<file path="src/rtl/calc_pkg.sv">
// Shared constants for the calculator key-entry path: key codes, digit limits,
// value scaling, entry state encoding and small arithmetic helpers.
package calc_pkg;

    localparam int DATA_W = 25;

    localparam logic [3:0] KEY_DIGIT_MAX = 4'd9;
    localparam logic [3:0] KEY_POINT     = 4'd10;
    localparam logic [3:0] KEY_MINUS     = 4'd11;
    localparam logic [3:0] KEY_CLEAR     = 4'd12;
    localparam logic [3:0] KEY_ENTER     = 4'd13;

    localparam logic [2:0] INT_MAX       = 3'd4;
    localparam logic [2:0] FRAC_MAX      = 3'd3;
    localparam logic [2:0] SHOWN_MAX_POS = 3'd4;
    localparam logic [2:0] SHOWN_MAX_NEG = 3'd3;

    // Place weights of the stored fixed-point value (value x1000).
    localparam logic [9:0] SCALE  = 10'd1000;
    localparam logic [9:0] W_FRAC1 = 10'd100;
    localparam logic [9:0] W_FRAC2 = 10'd10;
    localparam logic [9:0] W_FRAC3 = 10'd1;

    typedef enum logic [1:0] {
        ST_IDLE = 2'd0,
        ST_INT  = 2'd1,
        ST_FRAC = 2'd2,
        ST_DONE = 2'd3
    } entry_state_e;

    // Digit times a small constant weight, built from shifts and adds only.
    function automatic logic [DATA_W-1:0] mul_const(input logic [3:0] d, input logic [9:0] w);
        logic [DATA_W-1:0] acc;
        acc = '0;
        for (int i = 0; i < 10; i++) begin
            if (w[i]) acc = acc + ({{(DATA_W-4){1'b0}}, d} << i);
        end
        return acc;
    endfunction

    // Display digits in use: at least one integer digit is always shown.
    function automatic logic [2:0] shown_digits(input logic [2:0] int_cnt, input logic [2:0] frac_cnt);
        return ((int_cnt == 3'd0) ? 3'd1 : int_cnt) + frac_cnt;
    endfunction

endpackage

</file>
<file path="src/rtl/entry_accum.sv">
// Combinational digit accumulator: pos 0 appends an integer digit (x10 + d*1000),
// pos 1..3 adds a fraction digit at weight 100/10/1.
module entry_accum
    import calc_pkg::*;
(
    input  logic [DATA_W-1:0] data,
    input  logic [3:0]        digit,
    input  logic [1:0]        pos,
    output logic [DATA_W-1:0] next_data
);

    logic [DATA_W-1:0] data_x10;

    assign data_x10 = (data << 3) + (data << 1);

    always_comb begin
        next_data = data;
        case (pos)
            2'd0:    next_data = data_x10 + mul_const(digit, SCALE);
            2'd1:    next_data = data + mul_const(digit, W_FRAC1);
            2'd2:    next_data = data + mul_const(digit, W_FRAC2);
            default: next_data = data + mul_const(digit, W_FRAC3);
        endcase
    end

endmodule

</file>
<file path="src/rtl/key_entry.sv">
// Keypad number entry: accumulates a signed fixed-point value (x1000) from key
// strobes, enforcing the display digit budget.
//
// state   | meaning
// IDLE    | nothing entered (or only a sign / leading zeros)
// INT     | integer digits being entered
// FRAC    | decimal point seen, fraction digits being entered
// DONE    | value committed by enter; next edit key starts a fresh entry
module key_entry
    import calc_pkg::*;
(
    input  logic              clk,
    input  logic              rst_n,
    input  logic              key_valid,
    input  logic [3:0]        key_code,
    output logic [DATA_W-1:0] data,
    output logic              neg,
    output logic              frac,
    output logic              error,
    output logic              done
);

    entry_state_e      state, state_nxt, eff_state;
    logic [DATA_W-1:0] data_nxt, eff_data, accum_data;
    logic              neg_nxt, frac_nxt, error_nxt, done_nxt;
    logic              eff_neg, eff_frac_flag, eff_error;
    logic [2:0]        int_cnt, int_nxt, eff_int, new_int;
    logic [1:0]        frac_cnt, frac_cnt_nxt, eff_frac;
    logic [2:0]        new_frac, shown, new_shown, limit;
    logic [1:0]        accum_pos;
    logic              is_digit, restart, lead_zero, digit_ok;

    // A new edit key after enter behaves as if clear had been pressed first.
    always_comb begin
        is_digit      = (key_code <= KEY_DIGIT_MAX);
        restart       = (state == ST_DONE) &&
                        (is_digit || key_code == KEY_POINT || key_code == KEY_MINUS);
        eff_state     = restart ? ST_IDLE : state;
        eff_data      = restart ? '0 : data;
        eff_neg       = restart ? 1'b0 : neg;
        eff_frac_flag = restart ? 1'b0 : frac;
        eff_error     = restart ? 1'b0 : error;
        eff_int       = restart ? 3'd0 : int_cnt;
        eff_frac      = restart ? 2'd0 : frac_cnt;

        limit     = eff_neg ? SHOWN_MAX_NEG : SHOWN_MAX_POS;
        shown     = shown_digits(eff_int, {1'b0, eff_frac});
        lead_zero = (eff_data == '0) && (key_code == 4'd0);
        new_int   = lead_zero ? eff_int : eff_int + 3'd1;
        new_frac  = {1'b0, eff_frac} + 3'd1;

        if (eff_state == ST_FRAC) begin
            accum_pos = eff_frac + 2'd1;
            new_shown = shown_digits(eff_int, new_frac);
            digit_ok  = (new_frac <= FRAC_MAX) && (new_shown <= limit);
        end else begin
            accum_pos = 2'd0;
            new_shown = shown_digits(new_int, {1'b0, eff_frac});
            digit_ok  = (new_int <= INT_MAX) && (new_shown <= limit);
        end
    end

    entry_accum u_accum (
        .data      (eff_data),
        .digit     (key_code),
        .pos       (accum_pos),
        .next_data (accum_data)
    );

    always_comb begin
        state_nxt    = state;
        data_nxt     = data;
        neg_nxt      = neg;
        frac_nxt     = frac;
        error_nxt    = error;
        int_nxt      = int_cnt;
        frac_cnt_nxt = frac_cnt;
        done_nxt     = 1'b0;

        if (key_valid) begin
            state_nxt    = eff_state;
            data_nxt     = eff_data;
            neg_nxt      = eff_neg;
            frac_nxt     = eff_frac_flag;
            error_nxt    = eff_error;
            int_nxt      = eff_int;
            frac_cnt_nxt = eff_frac;

            if (is_digit) begin
                if (!digit_ok) begin
                    error_nxt = 1'b1;
                end else if (eff_state == ST_FRAC) begin
                    data_nxt     = accum_data;
                    frac_cnt_nxt = new_frac[1:0];
                end else begin
                    data_nxt  = accum_data;
                    int_nxt   = new_int;
                    state_nxt = ST_INT;
                end
            end else begin
                case (key_code)
                    KEY_POINT: begin
                        if (eff_state != ST_FRAC) begin
                            frac_nxt  = 1'b1;
                            state_nxt = ST_FRAC;
                        end
                    end
                    KEY_MINUS: begin
                        // Going negative costs a display digit for the sign.
                        if (eff_neg || shown <= SHOWN_MAX_NEG) neg_nxt = ~eff_neg;
                        else error_nxt = 1'b1;
                    end
                    KEY_CLEAR: begin
                        state_nxt    = ST_IDLE;
                        data_nxt     = '0;
                        neg_nxt      = 1'b0;
                        frac_nxt     = 1'b0;
                        error_nxt    = 1'b0;
                        int_nxt      = 3'd0;
                        frac_cnt_nxt = 2'd0;
                    end
                    KEY_ENTER: begin
                        if (state != ST_DONE) begin
                            done_nxt  = 1'b1;
                            state_nxt = ST_DONE;
                        end
                    end
                    default: ;
                endcase
            end
        end
    end

    always_ff @(posedge clk or negedge rst_n) begin
        if (!rst_n) begin
            state    <= ST_IDLE;
            data     <= '0;
            neg      <= 1'b0;
            frac     <= 1'b0;
            error    <= 1'b0;
            done     <= 1'b0;
            int_cnt  <= 3'd0;
            frac_cnt <= 2'd0;
        end else begin
            state    <= state_nxt;
            data     <= data_nxt;
            neg      <= neg_nxt;
            frac     <= frac_nxt;
            error    <= error_nxt;
            done     <= done_nxt;
            int_cnt  <= int_nxt;
            frac_cnt <= frac_cnt_nxt;
        end
    end

endmodule

</file>
<file path="config.mk">
export PLATFORM = sky130hd
export DESIGN_NAME = key_entry
export DESIGN_NICKNAME = d
export VERILOG_FILES = /design/src/rtl/calc_pkg.sv /design/src/rtl/entry_accum.sv /design/src/rtl/key_entry.sv
export SDC_FILE = /design/constraint.sdc
export NUM_CORES = 1
export LEC_CHECK = 0
export ABC_AREA = 1
export CORE_ASPECT_RATIO = 0.9
export CORE_MARGIN = 8
export CORE_UTILIZATION = 63
export CTS_CLUSTER_SIZE = 16
export DETAILED_ROUTE_END_ITERATION = 10
export MAX_ROUTING_LAYER = met4
export PLACE_DENSITY = 0.88
export SYNTH_ARGS = -nofsm -noshare
export SYNTH_HDL_FRONTEND = slang
export SYNTH_SLANG_ARGS = --single-unit
</file>
<file path="constraint.sdc">
create_clock -name clk -period 5.5 [get_ports clk]
set_input_delay 0.55 -clock clk [delete_from_list [all_inputs] [get_ports clk]]
set_output_delay 0.55 -clock clk [all_outputs]
set_load 0.02 [all_outputs]
</file>
Word-level counts from Yosys, hierarchy flattened
Cells that the tools add are included.
{ "word_totals": {"n_memories": 0, "elab_cells": 114, "out_inout_bits": 29, "rom_bits": 0, "latch_bits": 0, "ff_bits": 36, "input_bits": 7, "ramBits": 0} }
{ "op_classes": {"bitwise": 1, "n_div": 0, "shifts": 0, "reduce_logical": 13, "n_addsub": 19, "eq_ne": 10, "n_lt_le_gt_ge": 6, "mux": 57, "n_mul": 0} }
{ "op_table": {"columns": ["op", "n"], "rows": [
  ["2-to-1 mux 25 bit", 16],
  ["adder 25 bit", 5],
  ["one-hot mux 25 bit (3 select lines)", 1],
  ["adder 25 x 10 -> 25 bit", 2],
  ["adder 25 x 9 -> 25 bit", 2],
  ["2-to-1 mux 3 bit", 9],
  ["adder 25 x 11 -> 25 bit", 1],
  ["adder 25 x 12 -> 25 bit", 1],
  ["adder 25 x 13 -> 25 bit", 1],
  ["adder 25 x 7 -> 25 bit", 1],
  ["logical NOT 25 bit", 1],
  ["2-to-1 mux 2 bit", 12],
  ["equality test 4 bit (second input constant)", 4],
  ["2-to-1 mux 1 bit", 15],
  ["adder 3 x 2 -> 3 bit", 2],
  ["equality test 2 bit (second input constant)", 3],
  ["<= comparator 3 x 2 -> 1 bit (second input constant)", 2],
  ["<= comparator 3 bit", 2],
  ["logical NOT 3 bit", 2],
  ["one-hot mux 1 bit (2 select lines)", 3],
  ["one-hot mux 2 bit (3 select lines)", 1],
  ["<= comparator 4 bit (second input constant)", 1],
  ["logical AND 1 bit", 4],
  ["logical NOT 4 bit", 1],
  ["11 further kinds", 14]
]} }

Logic depth before layout (Yosys ltp)
Gate-level depths: netlist of the first run.
{ "logic_depth": {"ltp_word": 23, "ltp_mapped": 40, "ltp_nobuf": 40} }

Modules after synthesis
Synthesis of the first run repeated with hierarchy kept, for this count alone.
{ "unflattened": {"hier_cells": 1451, "area_unflattened_um2": 8655.8} }
{ "modules_own_cells": {"columns": ["module", "cells_per_inst", "area_each_um2", "instances", "seq_area_each_um2"], "rows": [
  ["entry_accum", 994, 5431.5, 1, 0.0],
  ["key_entry", 457, 3224.3, 1, 900.9]
]} }

Worst setup path before layout of the first run
Ideal clock, no wire load.
{ "synth_timing": {"path_kind": "input to register", "start": "in key_code[0]", "end": "reg data[17]", "t_required_ns": 5.378, "path_slack_ns": -0.601, "setup_time_ns": 0.122, "arrival_time_ns": 5.979, "path_buffers": 0, "path_stages": 37, "cell_sequence": "ha_1 -> fa_1 -> nand2_1 -> inv_1 -> nor2_1 -> inv_1 -> fa_1 -> xor2_1 -> inv_1 -> ha_1 -> nand3_1 -> nand2_1 -> xor2_1 -> ha_1 -> a21oi_1 -> nand2_1 -> xor2_1 -> ha_1 -> inv_1 -> o21bai_1 -> a31o_2 -> xor2_1 -> fa_1 -> ha_1 -> a21oi_1 -> nand2_1 -> nand3b_1 -> nand2_1 -> nand3b_1 -> nand3_1 -> nand2_1 -> nor2_1 -> nand2_1 -> nand2_1 -> nand2_1 -> nand2_1 -> a21oi_1"} }
{ "synth_between": {"elab_chain_cells": 16, "elab_cells_between_ends": 67, "cone_classes": "18 x add/sub; 5 x order compare; 6 x eq/ne; 27 x mux; 11 x reduce/logical"} }
{ "synth_lines": {"columns": ["element", "line_no", "source"], "rows": [
  ["start, declared", "key_entry.sv:15", "input logic [3:0] key_code,"],
  ["branches (longest 15 deep; another with adder 25 x 9 -> 25 bit)", null, null],
  ["2-to-1 mux 25 bit *", "key_entry.sv:89", "if (is_digit) begin"],
  ["end signal, assigned", "key_entry.sv:146", "data <= data_nxt;"],
  ["end, declared", "key_entry.sv:16", "output logic [DATA_W-1:0] data,"]
]} }
Mark *: on every way between the ends. The select of a mux whose other input is x is not followed.
A chain may end at the register's enable or synchronous reset.

Final worst setup path of the first run
{ "layout_timing": {"start": "in key_code[0]", "end": "reg data[14]"} }
The elaborated chain is that of the path after synthesis.

==> impl_metrics.csv, run 1 <==
group,metric,value,unit
outcome,status,"finished with violations",
outcome,violations,"setup timing",
clock_network,cts_hold_buf,0,
routing,viasPerCell,6.32,
timing,fmax,150,MHz
synth,synthCells,1309,
grt,grt_pass1_wl,45.6,mm
floorplan,die_h,123,µm
timing,maxSlewViolCount,0,
synth,yosys-top-cells-count,"352 x nand2_1, 156 x inv_1, 152 x nand3_1, 124 x nor2_1, 121 x a21oi_1",
final_layout,drive_gt1_frac,0.195,
synth,synth_xor_area_frac,0.0395,
routing,first_iter_violations,1412,
critical_path,crit_path_start,"key_code[0]",
clock_network,clock_latency,0.29,ns
synth,yosys.area.top_type,"nand2_1",
place,placed_cell_area,8890,µm²
synth,ys_ff_latch,36,
routing,first_pass_iters,6,
clock_network,ctsHtreeMaxLevel,2,
synth,yosys-mux-area-fraction,0,
final_layout,fin_area,9690,µm²
synth,async_reset_ff_frac,1.00,
timing,hold_viol,0,
synth,syn_area_per_cell,6.09,µm²
floorplan,placementRows,39,
synth,synth_flop_cell,"dfrtp_1",
clock_network,cts.sink_count,36,
synth,synth_top_family_by_area,"simple AND/OR/NAND/NOR gates",
clock_network,cts_tree,"done",
timing,finalSetupViolCount,16,
synth,yosysWarningCount,0,
critical_path,crit_arrival,6.89,ns
floorplan,dieArea,16500,µm²
timing,layout_setup_ws,-1.18,ns
synth,ys_seq_area_frac,0.113,
floorplan,core_area,12500,µm²
synth,synthSimpleGateAreaFrac,0.398,
routing,vias,9865,
place,io_buffers,35,
min_path,worstHoldPathType,"in2async",
timing,slew-limit-headroom,0.204,
grt,grt_pass1_vias,8946,
synth,syn_nets,1424,
critical_path,crit_slowest_cell,"fa_2",
routing,wl_per_cell,20.1,µm
synth,synth_compound_area_frac,0.152,
floorplan,io_pins,36,
final_layout,area_delta_synth_final,21.6,%
critical_path,timing.rr.start,"state[0]$_DFFE_PN0P_",
critical_path,crit_fanout,4,
place,place_congestion,1.03,
critical_path,crit_top_cell,"nand2_1",
final_layout,fin_nets,1511,
clock_network,root_buffer,"clkbuf_16",
critical_path,slowest_delay,0.57,ns
routing,drc,0,
timing,grt_setup_unrepaired,"yes",
final_layout,antennaDiodeCount,0,
timing,worst_pin_slew,1.19,ns
clock_network,path_clk_slew,0.06,ns
grt,globalRouteTotalUtil,0.353,
grt,grt_overflow,0,
critical_path,critPathLaunchType,"input pin",
timing,min_period_over_period,1.21,
critical_path,required,5.72,ns
floorplan,initial_utilization,0.636,
grt,antenna_found_initial,0,
synth,netlist.area_leader.share,0.166,
critical_path,crit_type,"in2reg",
routing,ant_nets,0,
synth,synth_edf_count,0,
synth,synth_most_common_cell,"nand2_1",
synth,synth_fa_ha_area_frac,0.191,
job,maxCapViolCount,0,
place,dp_hpwl,20.8,mm
critical_path,cp-end-kind,"flip-flop",
grt,grt_max_degree,38,
timing,timing.final.crit_period,6.68,ns
floorplan,die_x,135,µm
synth,synth_area,7970,µm²
timing,skew,0.00476,ns
critical_path,reg2reg_depth,26,
clock_network,clockBufferDepth,2,
clock_network,cts_buffers,5,
routing,wirelength,31.3,mm
synth,synthTopCellsByArea,"nand2_1 17%, ha_1 13%, dfrtp_1 11%",
synth,yosysUniqueCellTypes,49,
==> layout by cell type (no fill, tap or decap), types with 20 or more instances in the layout <==
| cell | count |
|---|---|
| a21oi_1 | 96 |
| a21oi_2 | 30 |
| buf_4 | 70 |
| clkdlybuf4s50_1 | 30 |
| dfrtp_1 | 36 |
| ha_1 | 71 |
| inv_1 | 142 |
| nand2_1 | 332 |
| nand2_2 | 30 |
| nand3_1 | 138 |
| nand3_2 | 22 |
| nor2_1 | 114 |
| o21ai_0 | 48 |
| xor2_1 | 20 |
==> state kept, by name, indices dropped and copies added, names as in the netlist <==
name,cells
state,2
int_cnt,3
neg,1
error,1
frac,1
frac_cnt,2
data,25
done,1
==> critical path: cells and delay by family <==
family | cells | cell delay, ns
AOI/OAI and AO/OA | 5 | 1.08
buffers and inverters | 5 | 0.43
and+or+nand+nor | 9 | 1.04
adders and majority gates | 10 | 3.60
xor gates and xnor gates | 1 | 0.16
==> logic make-up after synthesis <==
kind of cell	count (synthesis)
AND/OR/NAND/NOR	709
XOR/XNOR	36
buffers and inverters	200
AO/OA/AOI/OAI	220
flip-flops	36
adder cells (fa/ha/maj)	108
==> final cells by class <==
type                            instances  area (µm²)
Fill cell                             970        2850
Clock buffer                            8         146
Tap cell                              164         205
Timing Repair Buffer                  113         963
Sequential cell                        36         901
Multi-Input combinational cell       1073        6850
Inverter                              167         628
==> final timing paths <==
| check | endpoint | slack (ns) |
|---|---|---|
| setup / recovery | data[14]$_DFFE_PN0P_ | -1.18 |
| hold / removal | frac$_DFFE_PN0P_ | 0.38 |
| setup reg to reg | data[14]$_DFFE_PN0P_ | 1.04 |
| hold reg to reg | frac$_DFFE_PN0P_ | 0.48 |
| max in group asynchronous | data[14]$_DFFE_PN0P_ | 4.57 |
| min in group clk | frac$_DFFE_PN0P_ | 0.48 |
==> metrics by stage <==
step,util,setup WS (ns),instances,hold slack (ns),TNS (ns)
finish,0.773,-1.18,1561,0.377,-14.92
CTS,0.743,-0.650,1552,0.395,-8.10
global route,0.773,-1.27,1561,0.439,-16.78
detailed placement,0.709,-1.49,1537,0.473,-21.15
global placement,0.709,-1.19,1537,0.471,-17.14
floorplan,-,-0.411,1309,0.254,-4.39
==> routing by layer <==
layer | vias up | share of wire | GRT usage
met5 | - | 0 | -
met4 | 0 | 0.049 | 0.149
met3 | 151 | 0.12 | 0.0630
met2 | 774 | 0.45 | 0.545
met1 | 4476 | 0.38 | 0.448
li1 | 4464 | - | -
==> what timing repair did <==
item / 4_1_cts / 5_1_grt
pin swaps: 52 / 64
setup endpoints to repair: 16 / 16
buffers inserted: 8 / 10
resized for setup: 85 / 67
Power of run 1 is left out: the tool's default activity adds up to more than one toggle a clock period on the data nets, which glitch-free logic cannot reach.
==> inputs of run 2 (changes only) <==
--- a/config.mk
+++ b/config.mk
@@ -8,11 +8,11 @@
 export ABC_AREA = 1
 export CORE_ASPECT_RATIO = 0.9
 export CORE_MARGIN = 8
-export CORE_UTILIZATION = 63
+export CORE_UTILIZATION = 25
 export CTS_CLUSTER_SIZE = 16
 export DETAILED_ROUTE_END_ITERATION = 10
 export MAX_ROUTING_LAYER = met4
-export PLACE_DENSITY = 0.88
+export PLACE_DENSITY = 0.45
 export SYNTH_ARGS = -nofsm -noshare
 export SYNTH_HDL_FRONTEND = slang
 export SYNTH_SLANG_ARGS = --single-unit
==> impl_metrics.csv, run 2 (synthesis gave the netlist of run 1 again) <==
group,metric,value,unit
min_path,worstHoldPathType,"in2async",
floorplan,io_pins,36,
clock_network,cts_hold_buf,0,
clock_network,clock_latency,0.29,ns
final_layout,antennaDiodeCount,0,
timing,slew-limit-headroom,0.339,
grt,grt_overflow,0,
critical_path,slowest_delay,0.57,ns
critical_path,critPathTopFamily,"adder cells",
place,dp_hpwl,24.0,mm
critical_path,crit_fanout,4,
place,placed_cell_area,9230,µm²
place,place_ws,-1.44,ns
timing,fmax,163,MHz
final_layout,multi_input_area,6720,µm²
timing,skew,0.00281,ns
clock_network,clockBufferDepth,2,
floorplan,initial_utilization,0.252,
critical_path,required,5.68,ns
timing,hold_viol,0,
routing,viasPerCell,4.90,
grt,antenna_found_initial,0,
routing,ant_nets,0,
routing,wirelength,31.1,mm
timing,layout_setup_ws,-0.633,ns
final_layout,area_delta_synth_final,24.1,%
critical_path,crit_type,"in2reg",
routing,first_iter_violations,580,
final_layout,reg_top3,"data x25, int_cnt x3",
grt,grt_max_degree,38,
final_layout,largest_reg_flops,25,
outcome,status,"finished with violations",
floorplan,dieArea,37900,µm²
clock_network,ctsHtreeMaxLevel,2,
critical_path,crit_slowest_cell,"fa_2",
timing,timing.final.crit_period,6.13,ns
critical_path,cp-end-kind,"flip-flop",
floorplan,placementRows,62,
final_layout,mostFrequentLayoutCell,"nand2_1",
timing,min_period_over_period,1.12,
place,place_congestion,0.953,
clock_network,root_buffer,"clkbuf_16",
final_layout,final_cell_mix,"334 x nand2_1, 145 x inv_1, 140 x nand3_1",
final_layout,nFillCells,3488,
floorplan,core_area,31700,µm²
final_layout,drive_gt1_frac,0.181,
place,io_buffers,35,
final_layout,max_flop_register,"data",
outcome,violations,"setup timing",
timing,grt_setup_unrepaired,"yes",
floorplan,die_x,204,µm
clock_network,cts_tree,"done",
grt,grt_pass1_wl,49.1,mm
routing,drc,0,
grt,grt_pass1_vias,8638,
timing,maxSlewViolCount,0,
clock_network,cts.sink_count,36,
routing,wl_per_cell,17.2,µm
critical_path,crit_arrival,6.31,ns
final_layout,seqCellArea,901,µm²
routing,vias,8864,
critical_path,crit_buf_inv,8,
floorplan,die_h,185,µm
clock_network,cts_buffers,5,
timing,finalSetupViolCount,15,
routing,first_pass_iters,5,
timing,worst_pin_slew,0.991,ns
final_layout,fin_area,9890,µm²
clock_network,path_clk_slew,0.06,ns
critical_path,critPathLaunchType,"input pin",
final_layout,fin_nets,1508,
job,maxCapViolCount,0,
grt,globalRouteTotalUtil,0.168,
-- run 2: area by class of cell --
type,count,area share
clock buffer,7,0.0154
inverter,167,0.0635
timing repair buffer,110,0.0954
tap,416,0.0526
sequential,36,0.0911
clock inverter,1,0.00304
multi-input combinational,1073,0.679
-- run 2: stage by stage --
step / utilization / std cells / hold WS, ns / setup TNS [ns]
floorplan: - / 1309 / 0.254 / -4.39
detailed placement: 0.292 / 1789 / 0.504 / -20.21
global route: 0.313 / 1810 / 0.488 / -12.44
finish: 0.313 / 1810 / 0.413 / -7.66
CTS: 0.302 / 1803 / 0.446 / -7.75
global placement: 0.292 / 1789 / 0.497 / -18.91
-- run 2: path summary, 6_finish.rpt --
kind                                         start  slack (ns)                       to  depth (start not counted)
max in group asynchronous                    rst_n        4.46     data[24]$_DFFE_PN0P_                          1
min                                          rst_n        0.41  frac_cnt[1]$_DFFE_PN0P_                          1
min reg2reg                frac_cnt[0]$_DFFE_PN0P_        0.52  frac_cnt[0]$_DFFE_PN0P_                          2
min in group clk           frac_cnt[0]$_DFFE_PN0P_        0.52  frac_cnt[0]$_DFFE_PN0P_                          2
max                                    key_code[2]       -0.63     data[13]$_DFFE_PN0P_                         31
max reg2reg                   state[0]$_DFFE_PN0P_        1.12     data[20]$_DFFE_PN0P_                         26
-- run 2: timing repair --
item                                    CTS  global route
gates resized for setup                  54            63
gates cloned                              0             0
setup buffers                             7             8
pin swaps                                36            49
hold endpoints to repair                  0             0
endpoints found under the setup margin   16            16
-- run 2: per-layer routing --
| layer | vias to the layer above | global-route usage | share of wire |
|---|---|---|---|
| li1 | 4466 | - | - |
| met1 | 4166 | 0.225 | 0.48 |
| met2 | 202 | 0.272 | 0.45 |
| met3 | 30 | 0.0124 | 0.046 |
| met4 | 0 | 0.0406 | 0.017 |
| met5 | - | - | 0 |
Power of run 2 is left out for the same reason.
==> inputs of run 3 (changes only) <==
--- a/config.mk
+++ b/config.mk
@@ -6,6 +6,7 @@
 export NUM_CORES = 1
 export LEC_CHECK = 0
 export ABC_AREA = 1
+export CAP_MARGIN = 20
 export CORE_ASPECT_RATIO = 0.9
 export CORE_MARGIN = 8
 export CORE_UTILIZATION = 25
==> results of run 3 <==
Final layout, timing and power as in run 2 (identical DEF).
Power of run 3 is left out for the same reason.
